## src/rtl/music_note_sequencer.sv

```systemverilog
// Music note sequencer: walks an 8-bit note ROM from address 0, decodes each
// byte into pitch and duration, and drives a square-wave buzzer pin.
module music_note_sequencer #(
  parameter int ADDR_WIDTH  = 8,
  parameter int TICK_DIV    = 6250000,
  parameter int PITCH_SHIFT = 0
) (
  input  logic                  clk,
  input  logic                  rst_i,
  input  logic                  start_i,
  input  logic                  stop_i,
  output logic [ADDR_WIDTH-1:0] rom_addr_o,
  input  logic [7:0]            rom_data_i,
  output logic                  buzzer_o,
  output logic                  busy_o,
  output logic                  done_o,
  output logic [7:0]            note_o
);

  localparam logic [1:0] ST_IDLE   = 2'd0;
  localparam logic [1:0] ST_FETCH  = 2'd1;
  localparam logic [1:0] ST_DECODE = 2'd2;
  localparam logic [1:0] ST_PLAY   = 2'd3;

  localparam int TICK_W = (TICK_DIV > 2) ? $clog2(TICK_DIV) : 1;
  localparam logic [TICK_W-1:0] TICK_LAST = TICK_W'(TICK_DIV - 1);

  logic [1:0]        state;
  logic [TICK_W-1:0] tick_cnt;
  logic [2:0]        beat_cnt;
  logic [16:0]       hp_cnt;
  logic [16:0]       half_q;
  logic              tone_on;

  logic [16:0]       base;
  logic [16:0]       shifted;
  logic [16:0]       half_calc;
  logic              end_marker;
  logic              tick_last;
  logic              addr_last;

  // Half-period lookup for the byte on the ROM bus, scaled by octave; never 0
  always_comb begin
    base = 17'd0;
    case (rom_data_i[2:0])
      3'd1:    base = 17'd95556;
      3'd2:    base = 17'd85131;
      3'd3:    base = 17'd75843;
      3'd4:    base = 17'd71586;
      3'd5:    base = 17'd63776;
      3'd6:    base = 17'd56818;
      3'd7:    base = 17'd50619;
      default: base = 17'd0;
    endcase
    shifted    = base >> (int'(rom_data_i[4:3]) + PITCH_SHIFT);
    half_calc  = (shifted == 17'd0) ? 17'd1 : shifted;
    end_marker = (rom_data_i[4:0] == 5'b11000);
    tick_last  = (tick_cnt == TICK_LAST);
    addr_last  = &rom_addr_o;
  end

  // Sequencer FSM: fetch/decode/play loop with stop abort and end-of-song pulse
  always_ff @(posedge clk) begin
    if (rst_i) begin
      state      <= ST_IDLE;
      rom_addr_o <= '0;
      buzzer_o   <= 1'b0;
      busy_o     <= 1'b0;
      done_o     <= 1'b0;
      note_o     <= 8'd0;
      tick_cnt   <= '0;
      beat_cnt   <= 3'd0;
      hp_cnt     <= 17'd0;
      half_q     <= 17'd0;
      tone_on    <= 1'b0;
    end else begin
      done_o <= 1'b0;
      if (state != ST_IDLE && stop_i) begin
        state    <= ST_IDLE;
        busy_o   <= 1'b0;
        buzzer_o <= 1'b0;
        note_o   <= 8'd0;
      end else begin
        case (state)
          ST_IDLE: begin
            if (start_i && !stop_i) begin
              state      <= ST_FETCH;
              rom_addr_o <= '0;
              busy_o     <= 1'b1;
            end
          end
          ST_FETCH: begin
            state <= ST_DECODE;
          end
          ST_DECODE: begin
            if (end_marker) begin
              state  <= ST_IDLE;
              busy_o <= 1'b0;
              done_o <= 1'b1;
            end else begin
              note_o   <= rom_data_i;
              beat_cnt <= rom_data_i[7:5];
              tick_cnt <= '0;
              hp_cnt   <= 17'd0;
              buzzer_o <= 1'b0;
              half_q   <= half_calc;
              tone_on  <= (rom_data_i[2:0] != 3'd0);
              state    <= ST_PLAY;
            end
          end
          ST_PLAY: begin
            if (tone_on) begin
              if (hp_cnt == half_q - 17'd1) begin
                hp_cnt   <= 17'd0;
                buzzer_o <= ~buzzer_o;
              end else begin
                hp_cnt <= hp_cnt + 17'd1;
              end
            end
            if (tick_last) begin
              tick_cnt <= '0;
              if (beat_cnt == 3'd0) begin
                note_o   <= 8'd0;
                buzzer_o <= 1'b0;
                if (addr_last) begin
                  state  <= ST_IDLE;
                  busy_o <= 1'b0;
                  done_o <= 1'b1;
                end else begin
                  rom_addr_o <= rom_addr_o + ADDR_WIDTH'(1);
                  state      <= ST_FETCH;
                end
              end else begin
                beat_cnt <= beat_cnt - 3'd1;
              end
            end else begin
              tick_cnt <= tick_cnt + TICK_W'(1);
            end
          end
          default: state <= ST_IDLE;
        endcase
      end
    end
  end

endmodule
```

## config.mk

```make
export PLATFORM = sky130hd
export DESIGN_NAME = music_note_sequencer
export DESIGN_NICKNAME = d
export VERILOG_FILES = /design/src/rtl/music_note_sequencer.sv
export SDC_FILE = /design/constraint.sdc
export NUM_CORES = 1
export LEC_CHECK = 0
export ABC_AREA = 1
export CORE_MARGIN = 2
export CORE_UTILIZATION = 65
export CTS_BUF_LIST = sky130_fd_sc_hd__clkbuf_8
export DETAILED_ROUTE_END_ITERATION = 16
export HOLD_SLACK_MARGIN = 0.08
export PLACE_DENSITY_LB_ADDON = 0.12
export SYNTH_ARGS = -nofsm -noshare
export SYNTH_HDL_FRONTEND = slang
export SYNTH_SLANG_ARGS = --single-unit
```

## constraint.sdc

```tcl
create_clock -name clk -period 4.02 [get_ports clk]
set_input_delay 0.804 -clock clk [delete_from_list [all_inputs] [get_ports clk]]
set_output_delay 0.804 -clock clk [all_outputs]
set_load 0.03 [all_outputs]
```

Word level (Yosys, flattened, before mapping) --
Cells that the tools add are included.
Word-level totals: latch bits 0, bits in writable memories 0, register bits after elaboration 82, ROM bits 0, word-level logic and storage cells 109, memories 0
Cells by class: multiplexer cells 45, shifts and indexed selects 1, reductions and logical operators 22, add/sub/neg operators 5, div/mod/pow operators 0, eq/ne operators 22, bitwise logic cells 3, $mul 0, magnitude comparators 0
Operators by type and width (number):
- $pmux W17 S7 | 1
- $mux W17 | 4
- $mux W8 | 7
- $mux W23 | 2
- $pmux W23 S2 | 1
- $pmux W17 S2 | 1
- $pmux W8 S2 | 2
- $add A23 B1 Y23 const B | 1
- $eq A23 B23 Y1 const B | 1
- $ne A2 B2 Y1 const B | 9
- $add A17 B1 Y17 const B | 1
- $eq A17 B17 Y1 | 1
- $logic_not A17 Y1 | 1
- $shr A17 B2 Y17 | 1
- $sub A17 B1 Y17 const B | 1
- $mux W1 | 15
- $eq A3 B3 Y1 const B | 4
- $reduce_and A6 Y1 | 2
- $mux W3 | 3
- $reduce_and A3 Y1 | 3
- $add A8 B1 Y8 const B | 1
- $mux W2 | 4
- $pmux W2 S4 | 1
- $reduce_and A4 Y1 | 2
- other kinds (20) | 29

Depth between registers and ports, before layout --
Gate-level depths: netlist of the first run.
depth in word-level cells 7, mapped depth 15, mapped depth without buffers 15

Worst setup path after synthesis of the first run --
No wires, ideal clock.
path type input-to-reg, start in rom_data_i[1], end reg tick_cnt[11], setup slack 1.883 ns, cell stages on the path 13, arrival 2.020 ns, setup time 0.117 ns, buffers on the path 2, data required time 3.903 ns, cells stage by stage buf_4 -> inv_1 -> nand2_4 -> nor2_4 -> nand3_2 -> nor2_2 -> nor2_4 -> nand2_2 -> buf_6 -> nor3_4 -> nand3_1 -> o21ai_1 -> nor2_1
Between the ends: longest elaborated chain between the ends 3
RTL lines:
- start: declaration | line 13 | input logic [7:0] rom_data_i,
- $eq A5 B5 Y1 | line 57 | end_marker = (rom_data_i[4:0] == 5'b11000);
- $ne A2 B2 Y1 (no source line)
- $reduce_and A3 Y1 (no source line)
- end signal: assignment | line 137 | tick_cnt <= tick_cnt + TICK_W'(1);
- end: declaration | line 29 | logic [TICK_W-1:0] tick_cnt;
No other way between the ends. A chain may end at the register's enable or synchronous reset.

Worst setup path in the final report of the first run --
start reg state[0], end reg rom_addr_o[4]
Between the ends: longest elaborated chain between the ends 4, elaborated cells on any way between the ends 12, classes of those cells eq/ne (5); mux (1); bitwise (1); reduce/logical (5)
RTL lines:
- start: declaration | line 28 | logic [1:0] state;
- start signal: assignment | line 65 | state <= ST_IDLE;
- start signal: assignment | line 79 | state <= ST_IDLE;
- start signal: assignment | line 87 | state <= ST_FETCH;
- parallel branches: the longest is 4 deep, another holds $reduce_and A6 Y1
- end signal: assignment | line 130 | rom_addr_o <= rom_addr_o + ADDR_WIDTH'(1);
- end: declaration | line 12 | output logic [ADDR_WIDTH-1:0] rom_addr_o,
Several ways; the timed one is not identified.

==> flow_summary.toml, run 1 <==
[timing]
report.final.slew_viol_count = 0
period_minus_slack_ns = 2.94
fin_setup_tns_ns = 0
finClkSkew_ns = 0.0126
tightest_slew_ns = 0.722
finalSetupViolations = 0
relSlewSlack = 0.518
hold_viol = 0
fmaxAchievable_mhz = 341
final.period_utilization = 0.730
rsz0062_at_grt = "no"

[die]
dieArea_um2 = 8610
rows = 32
die_h_um = 92.8
die_w_um = 92.8
ioPinCount = 31
initial_core_util = 0.667
core-area_um2 = 7690

[cts]
postCtsHoldBufs = 0
cts_max_level = 3
post-cts-setup-buffers = 0
cts_tree = "done"
clkLatencyLatePin_ns = 0.35
cts_root_buffer = "clkbuf_8"
path_clk_slew_ns = 0.08
cts_resized = 0
clockBufferDepth = 2
clock-sinks = 82
cts_buffers = 9

[finish]
drive_above_1_share = 0.0864
nets = 804
n_fill_cell = 628
multi_input_area_um2 = 3040
final_common_cell = "nand2_1"
regArea_um2 = 1640
syn_to_final_growth_pct = 10.9
final_cell_mix = "nand2_1 (182), dfxtp_1 (82), inv_1 (76), a21oi_1 (75), nor2_1 (73)"
antennaDiodeCount = 0

[drt]
wl_per_cell_um = 13.7
wl_mm = 12.2
via_count = 5057
ant_nets = 0
dr.pass1.iters = 4
viasPerCell = 5.69
drtIter0Drc = 309
drc = 0

[synth]
ys_seq_area_frac = 0.320
async_reset_ff_frac = 0
ys_ff_latch = 82
synth_cell_types = 49
yosys_warnings = 0
synth_edf_count = 0
syn-mean-instance-area_um2 = 6.72
syn_area_um2 = 5120
synth_fp_nets = 784
synth_ff_type = "dfxtp_1"
synth_cells = 762

[setup_path]
endpoint_kind = "flip-flop"
critPathSlowestCell = "inv_1"
crit_chain = "ha_1 > inv_1 > o21ai_0 > nor3_1 > nand3_2 > o21ai_2 > inv_2 > nand2_1 > nor2_1"
crit_family = "simple AND/OR/NAND/NOR gates"
cp.required_ns = 4.26
cp_max_fo = 20
critPathArrivalTime_ns = 3.18
cp-start-kind = "flip-flop"
worst_path_largest_cell_delay_ns = 0.53
path_class = "flip-flop to flip-flop"
crit_buf_inv = 2

[global_route]
use_met2 = 0.522
grt-busiest-layer = "met2"
grt_pass1_wl_mm = 20.6
grt.total_usage = 0.291
antenna_found_initial = 0
grt_max_degree = 37
grt_util_met1 = 0.342
overflow = 0
use_met3 = 0.0513
grt_pass1_vias = 4735

[placement]
place_congestion = 0.939
io_buffer_count = 30
dpl.hpwl_mm = 8.60

[pwr]
finalPower_mw = 2.48
power_leakage_nw = 2.22
p_per_area_nw_per_um2 = 436
vdd_drop_max_mv = 0.383

[status]
status = "finished, final reports clean"

[run]
drv_cap = 0

[hold_path]
hold_path_class = "flip-flop to flip-flop"
area by class of cell:
cell class | instances | share of cell area
inverters | 83 | 0.0548
multi-input cells | 573 | 0.536
clock inverters | 7 | 0.0194
flip-flops and latches | 82 | 0.289
well taps | 102 | 0.0225
repair buffers | 33 | 0.0568
clock buffers | 9 | 0.0218
worst min-delay path, stage by stage, from the launching register on:
cell and delay (ns):
dfxtp_1 0.32, nand2_1 0.06, a21oi_1 0.05
cells by family after synthesis:
logic type                 Yosys count  synth area share
adders and majority gates           10            0.0244
xor gates and xnor gates            29            0.0496
buffers and inverters              107            0.0855
AOI/OAI and AO/OA                  142             0.154
and+or+nand+nor                    391             0.364
muxes                                1           0.00195
DFF                                 82             0.320
worst paths after layout:
check                                      to  depth (start not counted)  slack (ns)  startpoint
worst min register to register      note_o[4]                          2        0.47   note_o[4]
worst max-delay path            rom_addr_o[4]                          9        1.08    state[0]
worst min-delay path                note_o[4]                          2        0.47   note_o[4]
worst max register to register  rom_addr_o[4]                          9        1.08    state[0]
report_power, final:
group          internal, mW  leakage, nW  switching (mW)
Combinational         0.293         1.43           0.550
Clock                 0.408        0.122           0.305
Sequential            0.866        0.662          0.0534
Total                  1.57         2.22           0.908
synth_stat cells, drive strengths merged (11+ instances only):
| library cell | count | area share |
|---|---|---|
| dfxtp | 82 | 0.32 |
| nor2 | 94 | 0.091 |
| nand4 | 19 | 0.026 |
| inv | 82 | 0.060 |
| o21ai | 43 | 0.046 |
| nand3 | 51 | 0.054 |
| o211ai | 11 | 0.016 |
| xor2 | 13 | 0.022 |
| a21oi | 75 | 0.073 |
| buf | 12 | 0.016 |
| nor3 | 21 | 0.026 |
| nand2 | 190 | 0.15 |
| xnor2 | 16 | 0.027 |
| clkbuf | 12 | 0.0090 |
metal layers:
layer,vias up,share of wire
li1,2553,-
met5,-,0
met2,129,0.50
met1,2353,0.44
met4,0,0.019
met3,22,0.046
through the flow:
stage / cells / util / instance area, µm² / hold WS, ns / setup slack, ns
3_3_place_gp: 873 / 0.709 / 5450 / 0.454 / 1.02
3_5_place_dp: 873 / 0.709 / 5450 / 0.462 / 0.908
4_1_cts: 889 / 0.739 / 5680 / 0.477 / 1.17
5_1_grt: 889 / 0.739 / 5680 / 0.495 / 0.914
2_1_floorplan: 762 / - / 5120 / 0.441 / 1.88
6_report: 889 / 0.739 / 5680 / 0.473 / 1.08
state kept, by name (all words and copies together), names as in the netlist, 2 cells and up:
signal / count
tick_cnt: 23
hp_cnt: 17
note_o: 8
rom_addr_o: 8
state: 2
half_q: 17
beat_cnt: 3
Power figures use the tool's default switching activity.
==> run 2, diff against run 1 <==
--- a/config.mk
+++ b/config.mk
@@ -7,7 +7,7 @@
 export LEC_CHECK = 0
 export ABC_AREA = 1
 export CORE_MARGIN = 2
-export CORE_UTILIZATION = 65
+export CORE_UTILIZATION = 62
 export CTS_BUF_LIST = sky130_fd_sc_hd__clkbuf_8
 export DETAILED_ROUTE_END_ITERATION = 16
 export HOLD_SLACK_MARGIN = 0.08
==> constraint.sdc (replaced) <==
create_clock -name clk -period 2.97 [get_ports clk]
set_input_delay 0.594 -clock clk [delete_from_list [all_inputs] [get_ports clk]]
set_output_delay 0.594 -clock clk [all_outputs]
set_load 0.03 [all_outputs]
==> run 2 against run 1 <==
  * Worst hold slack better by 0.0012 ns
  * Cell count increased by 0.90%
  * Routed wire length decreased by 2.9%
  * Via count shrank 1.4%
  * Clock skew up 0.0014 ns
  * Highest routed layer unchanged
  * Critical path type is now input pin to flip-flop
  * Utilization down 3.5 points
  * Die area is 4.6% higher
  * Count of clock-buffer cells in the layout increased by 2
  * Setup slack lost 0.49 ns
  * Global-route usage shrank 1.3 points
  * Register-to-register slack got worse by 0.43 ns
  * Critical endpoint is now tick_cnt[16]
  * Combinational power up 34%
==> flow_summary.toml, run 2 (synthesis results as in run 1) <==
[timing]
final.period_utilization = 0.799
tightest_slew_ns = 0.735
finalSetupViolations = 0
period_minus_slack_ns = 2.37
hold_viol = 0
setup_ws_ns = 0.597
fin_setup_tns_ns = 0
rsz0062_at_grt = "no"
fmaxAchievable_mhz = 421
report.final.slew_viol_count = 0
finClkSkew_ns = 0.0139
relSlewSlack = 0.510
hold_slack_ns = 0.474

[status]
status = "finished, final reports clean"

[drt]
drtIter0Drc = 183
wl_met1_mm = 5.17
dr.max_layer_used = "met4"
wl_mm = 11.9
wl_met2_mm = 6.06
drc = 0
via_count = 4987
ant_nets = 0
wl_per_cell_um = 13.2
dr.pass1.iters = 5
wl_met3_um = 349
viasPerCell = 5.56

[setup_path]
cp-start-kind = "input pin"
endpoint_kind = "flip-flop"
cp.required_ns = 3.22
critPathArrivalTime_ns = 2.62
cp_max_fo = 10
path_class = "input pin to flip-flop"

[die]
ioPinCount = 31
die_h_um = 94.9
core-area_um2 = 8090
initial_core_util = 0.633
dieArea_um2 = 9010
rows = 33
die_w_um = 94.9

[hold_path]
hold_path_class = "flip-flop to flip-flop"

[placement]
io_buffer_count = 30
place_congestion = 0.921
place_ws_ns = 0.272
dpl.hpwl_mm = 8.81
placed_area_um2 = 5490

[finish]
antennaDiodeCount = 0
largest_register_ffs = 23
syn_to_final_growth_pct = 11.1
n_fill_cell = 697
finalInstanceArea_um2 = 5690
nets = 809
largestRegisters = "tick_cnt x23, half_q x17, hp_cnt x17"
final_common_cell = "nand2_1"
drive_above_1_share = 0.0922
final_cell_mix = "nand2_1 (182), dfxtp_1 (82), inv_1 (76), a21oi_1 (75), nor2_1 (73)"
top_register = "tick_cnt"

[cts]
clockBufferDepth = 2
cts_max_level = 3
cts_tree = "done"
postCtsHoldBufs = 0
clkLatencyLatePin_ns = 0.36
post-cts-setup-buffers = 0
path_clk_slew_ns = 0.08
cts_buffers = 9
cts_root_buffer = "clkbuf_8"
clock-sinks = 82
cts_resized = 0

[pwr]
power_leakage_nw = 2.23
finalPower_mw = 3.21
p_per_area_nw_per_um2 = 564
vdd_drop_max_mv = 0.423

[global_route]
grt_max_degree = 36
grt_pass1_vias = 4758
grt.total_usage = 0.277
antenna_found_initial = 0
overflow = 0
grt_pass1_wl_mm = 20.2

[run]
drv_cap = 0
[run 2: cell types whose count changed in the layout (fill, tap and decap cells not counted)]
cell	change
clkinv_2	-1
buf_4	+5
clkbuf_8	+2
inv_6	+1
bufinv_16	-2
[run 2: worst paths after layout]
kind | depth (start not counted) | slack (ns) | start | end
max reg2reg | 10 | 0.65 | state[0] | tick_cnt[16]
min reg2reg | 2 | 0.47 | note_o[7] | note_o[7]
min | 2 | 0.47 | note_o[7] | note_o[7]
max | 14 | 0.60 | rom_data_i[0] | tick_cnt[16]
[run 2: per-layer routing]
layer,global-route usage,vias to the layer above
li1,-,2564
met1,0.315,2289
met2,0.514,103
met3,0.0383,31
met4,0.121,0
met5,0,-
[run 2: final cells by class]
type                       instances  area, µm²  share of cell area
multi-input combinational        573       3040               0.535
sequential                        82       1640               0.288
timing repair buffer              38        360              0.0633
inverter                          83        312              0.0547
clock buffer                      11        151              0.0266
tap                              105        131              0.0231
clock inverter                     5       53.8             0.00945
[run 2: where the power goes]
part / internal (mW) / switching [mW]
clock: 0.432 / 0.404
sequential: 1.17 / 0.0716
combinational: 0.404 / 0.726
[run 2: critical path, stage by stage]
cell and delay, ns:
clkdlybuf4s50_1 0.57, inv_2 0.11, nand2_4 0.11, nor2_4 0.05, nand3_2 0.08, nor2_2 0.06, nor2_4 0.21, nand2_2 0.17
nor2_2 0.16, nand3_1 0.14, nor3_2 0.16, nand3_1 0.10, nand2_1 0.07, a21oi_1 0.05
[run 2: per-stage QoR]
step | util | std cells
2_1_floorplan | - | 762
3_3_place_gp | 0.678 | 881
3_5_place_dp | 0.678 | 881
4_1_cts | 0.704 | 897
5_1_grt | 0.704 | 897
6_report | 0.704 | 897
